$ cat src/rtl/fp_mult_sched_if.sv
// fp_mult_sched_if: requester handshakes and shared multiplier bundle.
// Optional FP_SCHED_STICKY_STATUS_EN adds sticky_status/sticky_clr.
interface fp_mult_sched_if #(
    parameter int NREQ = 4
);
    logic [NREQ-1:0]    req_valid;
    logic [NREQ-1:0]    req_ready;
    logic [32*NREQ-1:0] req_a;
    logic [32*NREQ-1:0] req_b;
    logic [3*NREQ-1:0]  req_rnd;
    logic [NREQ-1:0]    rsp_valid;
    logic [NREQ-1:0]    rsp_ready;
    logic [32*NREQ-1:0] rsp_z;
    logic [8*NREQ-1:0]  rsp_status;
    logic [31:0]        mul_a;
    logic [31:0]        mul_b;
    logic [2:0]         mul_rnd;
    logic [31:0]        mul_z;
    logic [7:0]         mul_status;
`ifdef FP_SCHED_STICKY_STATUS_EN
    logic [8*NREQ-1:0]  sticky_status;
    logic [NREQ-1:0]    sticky_clr;

    modport master (
        output req_valid, req_a, req_b, req_rnd, rsp_ready,
        output mul_z, mul_status, sticky_clr,
        input  req_ready, rsp_valid, rsp_z, rsp_status,
        input  mul_a, mul_b, mul_rnd, sticky_status
    );

    modport slave (
        input  req_valid, req_a, req_b, req_rnd, rsp_ready,
        input  mul_z, mul_status, sticky_clr,
        output req_ready, rsp_valid, rsp_z, rsp_status,
        output mul_a, mul_b, mul_rnd, sticky_status
    );
`else
    modport master (
        output req_valid, req_a, req_b, req_rnd, rsp_ready,
        output mul_z, mul_status,
        input  req_ready, rsp_valid, rsp_z, rsp_status,
        input  mul_a, mul_b, mul_rnd
    );

    modport slave (
        input  req_valid, req_a, req_b, req_rnd, rsp_ready,
        input  mul_z, mul_status,
        output req_ready, rsp_valid, rsp_z, rsp_status,
        output mul_a, mul_b, mul_rnd
    );
`endif
endinterface

$ cat src/rtl/fp_mult_sched.sv
// fp_mult_sched: round-robin sharing of one pipelined FP multiplier.
// Optional FP_SCHED_STICKY_STATUS_EN keeps an OR of statuses per requester.
module fp_mult_sched #(
    parameter int NREQ = 4,
    parameter int LAT  = 2
) (
    input  logic           clk,
    input  logic           rst,
    fp_mult_sched_if.slave bus
);
    localparam int IW = $clog2(NREQ);
    typedef logic [IW-1:0] id_t;

    logic [NREQ-1:0] r_busy;
    id_t             r_ptr;
    logic [LAT:0]    r_tag_v;
    id_t             r_tag_id [LAT+1];
    logic [NREQ-1:0] r_rsp_valid;
    logic [31:0]     r_rsp_z [NREQ];
    logic [7:0]      r_rsp_st [NREQ];
    logic [31:0]     r_mul_a;
    logic [31:0]     r_mul_b;
    logic [2:0]      r_mul_rnd;

    logic [NREQ-1:0]   w_elig;
    logic [NREQ-1:0]   w_grant;
    logic [NREQ-1:0]   w_done;
    logic              w_acc;
    id_t               w_gid;
    logic              w_cap;
    id_t               w_cap_id;
    logic [31:0]       w_a [NREQ];
    logic [31:0]       w_b [NREQ];
    logic [2:0]        w_rnd [NREQ];
    logic [32*NREQ-1:0] w_rsp_z;
    logic [8*NREQ-1:0]  w_rsp_st;

    assign w_elig   = bus.req_valid & ~r_busy;
    assign w_done   = r_rsp_valid & bus.rsp_ready;
    assign w_cap    = r_tag_v[LAT];
    assign w_cap_id = r_tag_id[LAT];

    always_comb begin
        for (int k = 0; k < NREQ; k++) begin
            w_a[k]   = bus.req_a[32*k +: 32];
            w_b[k]   = bus.req_b[32*k +: 32];
            w_rnd[k] = bus.req_rnd[3*k +: 3];
        end
    end

    // Lowest eligible index above ptr wins, else lowest at or below ptr.
    always_comb begin
        w_acc = 1'b0;
        w_gid = '0;
        for (int i = NREQ - 1; i >= 0; i--) begin
            if (w_elig[i] && (id_t'(i) <= r_ptr)) begin
                w_acc = 1'b1;
                w_gid = id_t'(i);
            end
        end
        for (int i = NREQ - 1; i >= 0; i--) begin
            if (w_elig[i] && (id_t'(i) > r_ptr)) begin
                w_acc = 1'b1;
                w_gid = id_t'(i);
            end
        end
        if (rst) begin
            w_acc = 1'b0;
        end
    end

    always_comb begin
        w_grant = '0;
        if (w_acc) begin
            w_grant[w_gid] = 1'b1;
        end
    end

    always_ff @(posedge clk) begin
        if (rst) begin
            r_busy      <= '0;
            r_ptr       <= id_t'(NREQ - 1);
            r_tag_v     <= '0;
            r_rsp_valid <= '0;
            r_mul_a     <= '0;
            r_mul_b     <= '0;
            r_mul_rnd   <= '0;
            for (int s = 0; s <= LAT; s++) begin
                r_tag_id[s] <= '0;
            end
            for (int k = 0; k < NREQ; k++) begin
                r_rsp_z[k]  <= '0;
                r_rsp_st[k] <= '0;
            end
        end else begin
            r_tag_v     <= {r_tag_v[LAT-1:0], w_acc};
            r_tag_id[0] <= w_gid;
            for (int s = 1; s <= LAT; s++) begin
                r_tag_id[s] <= r_tag_id[s-1];
            end
            r_busy      <= (r_busy | w_grant) & ~w_done;
            r_rsp_valid <= r_rsp_valid & ~w_done;
            if (w_acc) begin
                r_mul_a   <= w_a[w_gid];
                r_mul_b   <= w_b[w_gid];
                r_mul_rnd <= w_rnd[w_gid];
                r_ptr     <= w_gid;
            end
            // A captured id is busy with no held response, so no clash.
            if (w_cap) begin
                r_rsp_valid[w_cap_id] <= 1'b1;
                r_rsp_z[w_cap_id]     <= bus.mul_z;
                r_rsp_st[w_cap_id]    <= bus.mul_status;
            end
        end
    end

    always_comb begin
        for (int k = 0; k < NREQ; k++) begin
            w_rsp_z[32*k +: 32] = r_rsp_z[k];
            w_rsp_st[8*k +: 8]  = r_rsp_st[k];
        end
    end

    assign bus.req_ready  = w_grant;
    assign bus.rsp_valid  = r_rsp_valid;
    assign bus.rsp_z      = w_rsp_z;
    assign bus.rsp_status = w_rsp_st;
    assign bus.mul_a      = r_mul_a;
    assign bus.mul_b      = r_mul_b;
    assign bus.mul_rnd    = r_mul_rnd;

`ifdef FP_SCHED_STICKY_STATUS_EN
    logic [7:0]        r_sticky [NREQ];
    logic [8*NREQ-1:0] w_sticky;

    always_ff @(posedge clk) begin
        if (rst) begin
            for (int k = 0; k < NREQ; k++) begin
                r_sticky[k] <= '0;
            end
        end else begin
            for (int k = 0; k < NREQ; k++) begin
                if (w_cap && (w_cap_id == id_t'(k))) begin
                    r_sticky[k] <= bus.sticky_clr[k] ? bus.mul_status
                                 : (r_sticky[k] | bus.mul_status);
                end else if (bus.sticky_clr[k]) begin
                    r_sticky[k] <= '0;
                end
            end
        end
    end

    always_comb begin
        for (int k = 0; k < NREQ; k++) begin
            w_sticky[8*k +: 8] = r_sticky[k];
        end
    end

    assign bus.sticky_status = w_sticky;
`endif
endmodule

$ cat src/flat_wrapper.sv
// flat-port wrapper written by rule: the top's interface ports become plain ports
module fp_mult_sched_flat 
#(
    parameter int NREQ = 4,
    parameter int LAT  = 2
)
  (clk, rst, bus_req_valid, bus_req_a, bus_req_b, bus_req_rnd, bus_rsp_ready, bus_mul_z, bus_mul_status, bus_req_ready, bus_rsp_valid, bus_rsp_z, bus_rsp_status, bus_mul_a, bus_mul_b, bus_mul_rnd);
  fp_mult_sched_if #(.NREQ(NREQ)) bus_i ();
  input  logic clk;
  input  logic rst;
  input wire logic [$bits(bus_i.req_valid)-1:0] bus_req_valid;
  input wire logic [$bits(bus_i.req_a)-1:0] bus_req_a;
  input wire logic [$bits(bus_i.req_b)-1:0] bus_req_b;
  input wire logic [$bits(bus_i.req_rnd)-1:0] bus_req_rnd;
  input wire logic [$bits(bus_i.rsp_ready)-1:0] bus_rsp_ready;
  input wire logic [$bits(bus_i.mul_z)-1:0] bus_mul_z;
  input wire logic [$bits(bus_i.mul_status)-1:0] bus_mul_status;
  output wire logic [$bits(bus_i.req_ready)-1:0] bus_req_ready;
  output wire logic [$bits(bus_i.rsp_valid)-1:0] bus_rsp_valid;
  output wire logic [$bits(bus_i.rsp_z)-1:0] bus_rsp_z;
  output wire logic [$bits(bus_i.rsp_status)-1:0] bus_rsp_status;
  output wire logic [$bits(bus_i.mul_a)-1:0] bus_mul_a;
  output wire logic [$bits(bus_i.mul_b)-1:0] bus_mul_b;
  output wire logic [$bits(bus_i.mul_rnd)-1:0] bus_mul_rnd;
  assign bus_i.req_valid = bus_req_valid;
  assign bus_i.req_a = bus_req_a;
  assign bus_i.req_b = bus_req_b;
  assign bus_i.req_rnd = bus_req_rnd;
  assign bus_i.rsp_ready = bus_rsp_ready;
  assign bus_i.mul_z = bus_mul_z;
  assign bus_i.mul_status = bus_mul_status;
  assign bus_req_ready = bus_i.req_ready;
  assign bus_rsp_valid = bus_i.rsp_valid;
  assign bus_rsp_z = bus_i.rsp_z;
  assign bus_rsp_status = bus_i.rsp_status;
  assign bus_mul_a = bus_i.mul_a;
  assign bus_mul_b = bus_i.mul_b;
  assign bus_mul_rnd = bus_i.mul_rnd;
  fp_mult_sched #(.NREQ(NREQ), .LAT(LAT)) u_core (.clk(clk), .rst(rst), .bus(bus_i));
endmodule
$ cat config.mk
export PLATFORM = sky130hd
export DESIGN_NAME = fp_mult_sched_flat
export DESIGN_NICKNAME = d
export VERILOG_FILES = /design/src/rtl/fp_mult_sched_if.sv /design/src/rtl/fp_mult_sched.sv /design/src/flat_wrapper.sv
export SDC_FILE = /design/constraint.sdc
export NUM_CORES = 1
export LEC_CHECK = 0
export ABC_AREA = 0
export BUFFER_PORTS_ARGS = -buffer_cell sky130_fd_sc_hd__buf_4
export CAP_MARGIN = 20
export CORE_AREA = 10 10 208 210
export CTS_CLUSTER_SIZE = 8
export DETAILED_ROUTE_END_ITERATION = 10
export DIE_AREA = 0 0 218 220
export PLACE_DENSITY_LB_ADDON = 0.08
export SLEW_MARGIN = 20
export SYNTH_ARGS = -nofsm -noshare
export SYNTH_HDL_FRONTEND = slang
export SYNTH_SLANG_ARGS = --single-unit
$ cat constraint.sdc
create_clock -name clk -period 1.93 [get_ports clk]
set_clock_uncertainty 0.1 [all_clocks]
set_input_delay 0.193 -clock clk [delete_from_list [all_inputs] [get_ports clk]]
set_output_delay 0.193 -clock clk [all_outputs]
set_load 0.02 [all_outputs]
After elaboration in Yosys (flattened, before gate mapping):

Memory sizes are Yosys's and may differ from the RTL's.
Index checks and enable logic that the tools add are counted.

* reduce and logical (&&, ||, !) cells: 12
* order comparisons: 13
* divide/modulo/power cells: 0
* multipliers: 0
* muxes and demuxes: 47
* add/subtract/negate cells: 0
* equal/unequal tests: 0
* bitwise operators: 12
* shifts and indexed selects: 0

Operators with widths (number)
* 2-to-1 mux 32 bit: 5
* binary-select mux 32 bit (select 2 bit): 2
* OR reduction 32 bit: 1
* 2-to-1 mux 2 bit: 13
* 2-to-1 mux 1 bit: 19
* bitwise AND 4 bit: 4
* logical AND 1 bit: 10
* 2-to-1 mux 4 bit: 2
* 2-to-1 mux 8 bit: 1
* inverter 4 bit: 2
* OR 4 bit: 2
* OR reduction 8 bit: 1
* binary-select mux 3 bit (select 2 bit): 1
* less-than comparator 2 x 3 -> 1 bit, second input constant: 2
* 2-to-1 mux 3 bit: 2
* demux 1 bit (select 2 bit): 2
* greater-or-equal comparator 2 x 1 -> 1 bit, second input constant: 2
* greater-than comparator 1 x 2 -> 1 bit, first input constant: 2
* greater-than comparator 2 bit, first input constant: 2
* less-or-equal comparator 1 x 2 -> 1 bit, first input constant: 2
* less-or-equal comparator 2 bit, first input constant: 2
* greater-or-equal comparator 3 bit, second input constant: 1
* inverter 2 -> 3 bit: 1
* OR 1 bit: 3

* register bits: 80
* logic and storage cells: 94
* latch bits: 0
* bits in writable memories: 166
* memories: 3
* input bits: 318
* bits in read-only memories: 0

Memories
* u_core.r_rsp_z: words 4, bits a word 32, rd ports 4, clocked after memory_dff 0, wr ports 4, RTL line fp_mult_sched.sv:19 `logic [31:0] r_rsp_z [NREQ];`
* u_core.r_rsp_st: words 4, bits a word 8, rd ports 4, clocked after memory_dff 0, wr ports 4, RTL line fp_mult_sched.sv:20 `logic [7:0] r_rsp_st [NREQ];`
* u_core.r_tag_id: words 3, bits a word 2, rd ports 3, clocked after memory_dff 0, wr ports 3, RTL line fp_mult_sched.sv:17 `id_t r_tag_id [LAT+1];`

Logic depth before layout (Yosys ltp):

* depth after elaboration: 18
* mapped depth: 8

Least setup slack after synthesis:

No wires, ideal clock.

* path kind: register to output
* start point: reg u_core.r_busy[2]
* end point: out bus_req_ready[2]
* path slack: -0.317 ns
* data arrival time: 1.954 ns
* stages on the path, launching flop included: 8
* path through: dfxtp_1 nand2b_1 buf_6 a311o_1 a32o_1 buf_2 buf_2 nor3_1

* word-level cells in the longest chain between the ends: 15
* elaborated cells between the ends (all ways): 25

Ends and longest elaborated chain
* start: declaration: RTL line fp_mult_sched.sv:14 `logic [NREQ-1:0] r_busy;`
* start signal: assignment: RTL line fp_mult_sched.sv:101 `r_busy <= (r_busy | w_grant) & ~w_done;`
* inverter 4 bit *: RTL line fp_mult_sched.sv:38 `assign w_elig = bus.req_valid & ~r_busy;`
* bitwise AND 4 bit *: RTL line fp_mult_sched.sv:38
* logical AND 1 bit: RTL line fp_mult_sched.sv:56 `if (w_elig[i] && (id_t'(i) <= r_ptr)) begin`
* 2-to-1 mux 2 bit (3 in series): RTL line fp_mult_sched.sv:56
* 2-to-1 mux 2 bit (4 in series): RTL line fp_mult_sched.sv:62 `if (w_elig[i] && (id_t'(i) > r_ptr)) begin`
* less-than comparator 2 x 3 -> 1 bit (not written as such) or greater-or-equal comparator 2 x 1 -> 1 bit (tied branches): RTL line fp_mult_sched.sv:75 `w_grant[w_gid] = 1'b1;`
* logical AND 1 bit (not written as such): RTL line fp_mult_sched.sv:75
* 2-to-1 mux 1 bit (not written as such): RTL line fp_mult_sched.sv:75
* demux 1 bit (select 2 bit)
* 2-to-1 mux 4 bit *: RTL line fp_mult_sched.sv:74 `if (w_acc) begin`
* end: declaration: RTL line flat_wrapper.sv:18 `output wire logic [$bits(bus_i.req_ready)-1:0] bus_req_ready;`

Every way passes the cells marked *; elsewhere a longest branch is shown, timed or not.

Worst setup path in the final report:

Same ends and word-level chain as after synthesis.

==> metrics.md <==
| Metric | Value |
|---|---|
| Status | `finished with violations` |
| Failing checks | `setup timing` |
| Net Count, Synth | `~1300` |
| Sequential cell area | `6530 sq um` |
| CORE AREA | `39300 sq um` |
| Synth Cell Area | `~11000 sq um` |
| Tot GR Track Use | `0.225` |
| Top delay family on crit path | `compound AO/OA/AOI/OAI gates` |
| Hold Crit Class | `input pin to flip-flop` |
| Clock tree from TritonCTS | `yes` |
| Post-synth ARST share | `0` |
| Final hold violation count | `0` |
| Sequential fraction of the synthesis area | `0.577` |
| Worst EP arrival | `2.03 ns` |
| Final antenna-violating net count | `0` |
| Crit Path Class | `flip-flop to output pin` |
| CTS H-tree depth | `2` |
| Period minus WS final | `2.32 ns` |
| Reg clk slew, reported paths | `0.05 ns` |
| RSZ-0062 raised after global routing | `yes` |
| Final worst-path cycle share | `1.20` |
| CTS sink cnt | `246` |
| Worst path slowest cell | `a311o_1` |
| Synth Area per Inst | `11.9 sq um` |
| Max Transition Viols Final | `0` |
| Max Clk Rate | `0.431 GHz` |
| Die Wd | `between 200 and 250 microns` |
| Multi-input gate area | `4910 sq um` |
| Setup violations, final | `68` |
| Fill cells | `about 3300` |
| Placed instance area | `16800 sq um` |
| Post-synth EDFFs | `160` |
| Fin cells | `2439` |
| Worst-path maximum fanout | `4` |
| DRC | `0` |
| Main synth FF type | `edfxtp_1` |
| Setup slack after layout | `-0.390 ns` |
| Seq cells post-synth | `246` |
| Die area | `48000 sq um` |
| Die H | `220 microns` |
| Pre-CTS WS | `-0.157 ns` |
| Layout cell share with drive strength beyond 1 | `0.449` |
| Bufs on Longest Clock Path | `3` |
| Setup crit start kind | `flip-flop` |
| Clk_lat worst skew | `0.53 ns` |
| DRT iter0 DRCs | `about 640` |
| Crit path largest cell delay | `between 0.3 and 0.4 ns` |
| Number of global-route vias before repair | `around 13000` |
| Max_cap viols | `0` |
| Pleak | `9.61 nW` |
| Rel. slew slack | `0.700` |
| Power, Total | `20.9 mW` |
| CP cell instances | `nand2b_4 > a311o_1 > a32o_2 > buf_12 > nor3_4 > buf_6` |
| Total Nets Final | `2205` |
| Final Core Density | `0.568` |
| CTS Buf Count | `36` |
| Via density | `4.86` |
| WL per Instance | `23.3 microns` |
| Dpl hpwl | `38.9 mm` |
| Setup crit end kind | `output pin` |
| Core Rows | `73` |
| Initial antenna violation count | `11` |
| DR pass1 iterations | `5` |
| Pwr/cell area | `936 nW/um^2` |
| Total gr overflow | `0` |
| Hold slack final | `0.0152 ns` |
| Post-Layout Inst Area | `~22000 sq um` |
| Critical path data required time | `1.64 ns` |
| Yosys warnings | `0` |
| Num ports | `553` |
| Area Overhead vs Synth | `97.3%` |
| First-pass GRT wire length | `82.9 mm` |
| Worst path buffer plus inverter count | `2` |
| TNS Setup | `-13.08 ns` |
| Distinct cells, synth | `44` |
| Gpl congestion | `~0.86` |
| Placed cells | `~2000` |
| Wirelength, routed | `56.7 mm` |
| Tightest Pin Transition | `approximately 0.45 ns` |
| Cell count after synthesis | `roughly 950` |
| PortBufs | `552` |
| Peak supply drop | `571 uV` |
| Clk root buf | `clkbuf_16` |
| Starting Density | `0.288` |
| DR vias | `11800` |
| Largest net degree at the start of global routing | `71` |
## Yosys cell counts, types with 5 or more instances
cell      instances  area [sq um]
a32oi_1          14           123
nand4_1          64           400
nor2b_1           9          56.3
and3_1           14          87.6
and2_1          160          1000
a31oi_1          14          87.6
o211ai_1         24           180
dfxtp_1          86          1720
clkbuf_1         55           206
nand2b_1          5          31.3
nand3_1          36           180
nand2_1          59           221
a211o_1          21           184
a21oi_1           7          35.0
mux2_2           32           360
o221ai_1         16           140
buf_2            19          95.1
inv_1             6          22.5
o21ai_0          21           105
buf_1             6          22.5
mux2i_1          53           531
edfxtp_1        160          4800
o211ai_2         30           375
## registers in the layout, summed over array words and instances (netlist names)
name                  cells
u_core.bus.rsp_valid      4
u_core.r_rsp_st          32
u_core.r_ptr              2
u_core.bus.mul_b         32
u_core.r_rsp_z          128
u_core.bus.mul_rnd        3
u_core.r_busy             4
u_core.bus.mul_a         32
u_core.r_tag_id           6
u_core.r_tag_v            3
## power by group
part           total [mW]  switching, mW  internal (mW)
Clock                5.81           2.38           3.43
Sequential           6.61          0.364           6.25
Combinational        8.45           4.04           4.41
## what timing repair did
item | in CTS | in global routing
hold buffers | 309 | 0
setup buffers | 22 | 11
gates cloned | 13 | 4
endpoints found under the setup margin | 73 | 76
resized for setup | 64 | 88
pin swaps | 22 | 28
hold endpoints to repair | 235 | 0
## layer usage
metal  global-route usage  vias to the layer above  routed length (microns)
met5                    0                        -                        0
met4               0.0842                        0                     1830
met3               0.0687                      111                     4680
met2                0.386                      594                    28500
met1                0.259                     5685                    21700
li1                     -                     5459                        -
## cell families after synthesis
group                  Yosys count  share of synthesized area
and+or+nand+nor                364                      0.183
AOI/OAI and AO/OA              161                      0.120
muxes                           85                     0.0788
buffers and inverters           96                     0.0402
DFF                            246                      0.577
## layout make-up
class                   count  share of cell area
repair buffers            985               0.410
inverters                   8             0.00135
well taps                 525              0.0295
clock buffers              51              0.0429
flip-flops and latches    246               0.293
diodes                     11             0.00123
clock inverters             3             0.00202
multi-input cells         610               0.220
## worst register-to-register path, stage by stage (launching register included)
cell       delay (ns)
dfxtp_2          0.31
nand2b_4         0.13
buf_4            0.16
a22oi_2          0.26
buf_12           0.15
buf_8            0.10
buf_12           0.12
buf_6            0.12
bufbuf_16        0.25
nand4_1          0.10
mux2_4           0.30
o211ai_2         0.07
## worst paths after layout
check	cells past startpoint	to	start	slack (ns)
worst max-delay path	6	bus_req_ready[2]	u_core.r_busy[2]	-0.39
worst min register to register	1	u_core.r_tag_id[0][3]	u_core.r_tag_id[0][1]	0.34
worst max register to register	11	u_core.bus.mul_a[23]	u_core.r_busy[2]	-0.32
worst min-delay path	4	u_core.bus.mul_b[11]	bus_req_b[107]	0.02
## placed cells by master, fill, tap and decap left out, types with 4 or more instances in the layout
master,n
buf_8,7
nand2b_4,4
diode_2,11
mux2i_1,47
buf_6,18
o211ai_2,30
buf_12,42
o221ai_2,7
clkbuf_16,39
mux2_4,27
clkbuf_1,15
nor2b_1,6
buf_4,593
o21ai_0,21
a32oi_1,11
nand4_1,64
mux2i_2,5
a31oi_1,7
and3_4,8
nand2_1,56
dfxtp_1,82
a211o_1,21
a31oi_4,6
and2_1,160
dlygate4sd3_1,309
o211ai_1,24
buf_16,10
mux2_2,5
edfxtp_1,160
o221ai_1,8
nand3_1,35
and3_1,6
inv_1,6
(Power assumes the default switching activity.)
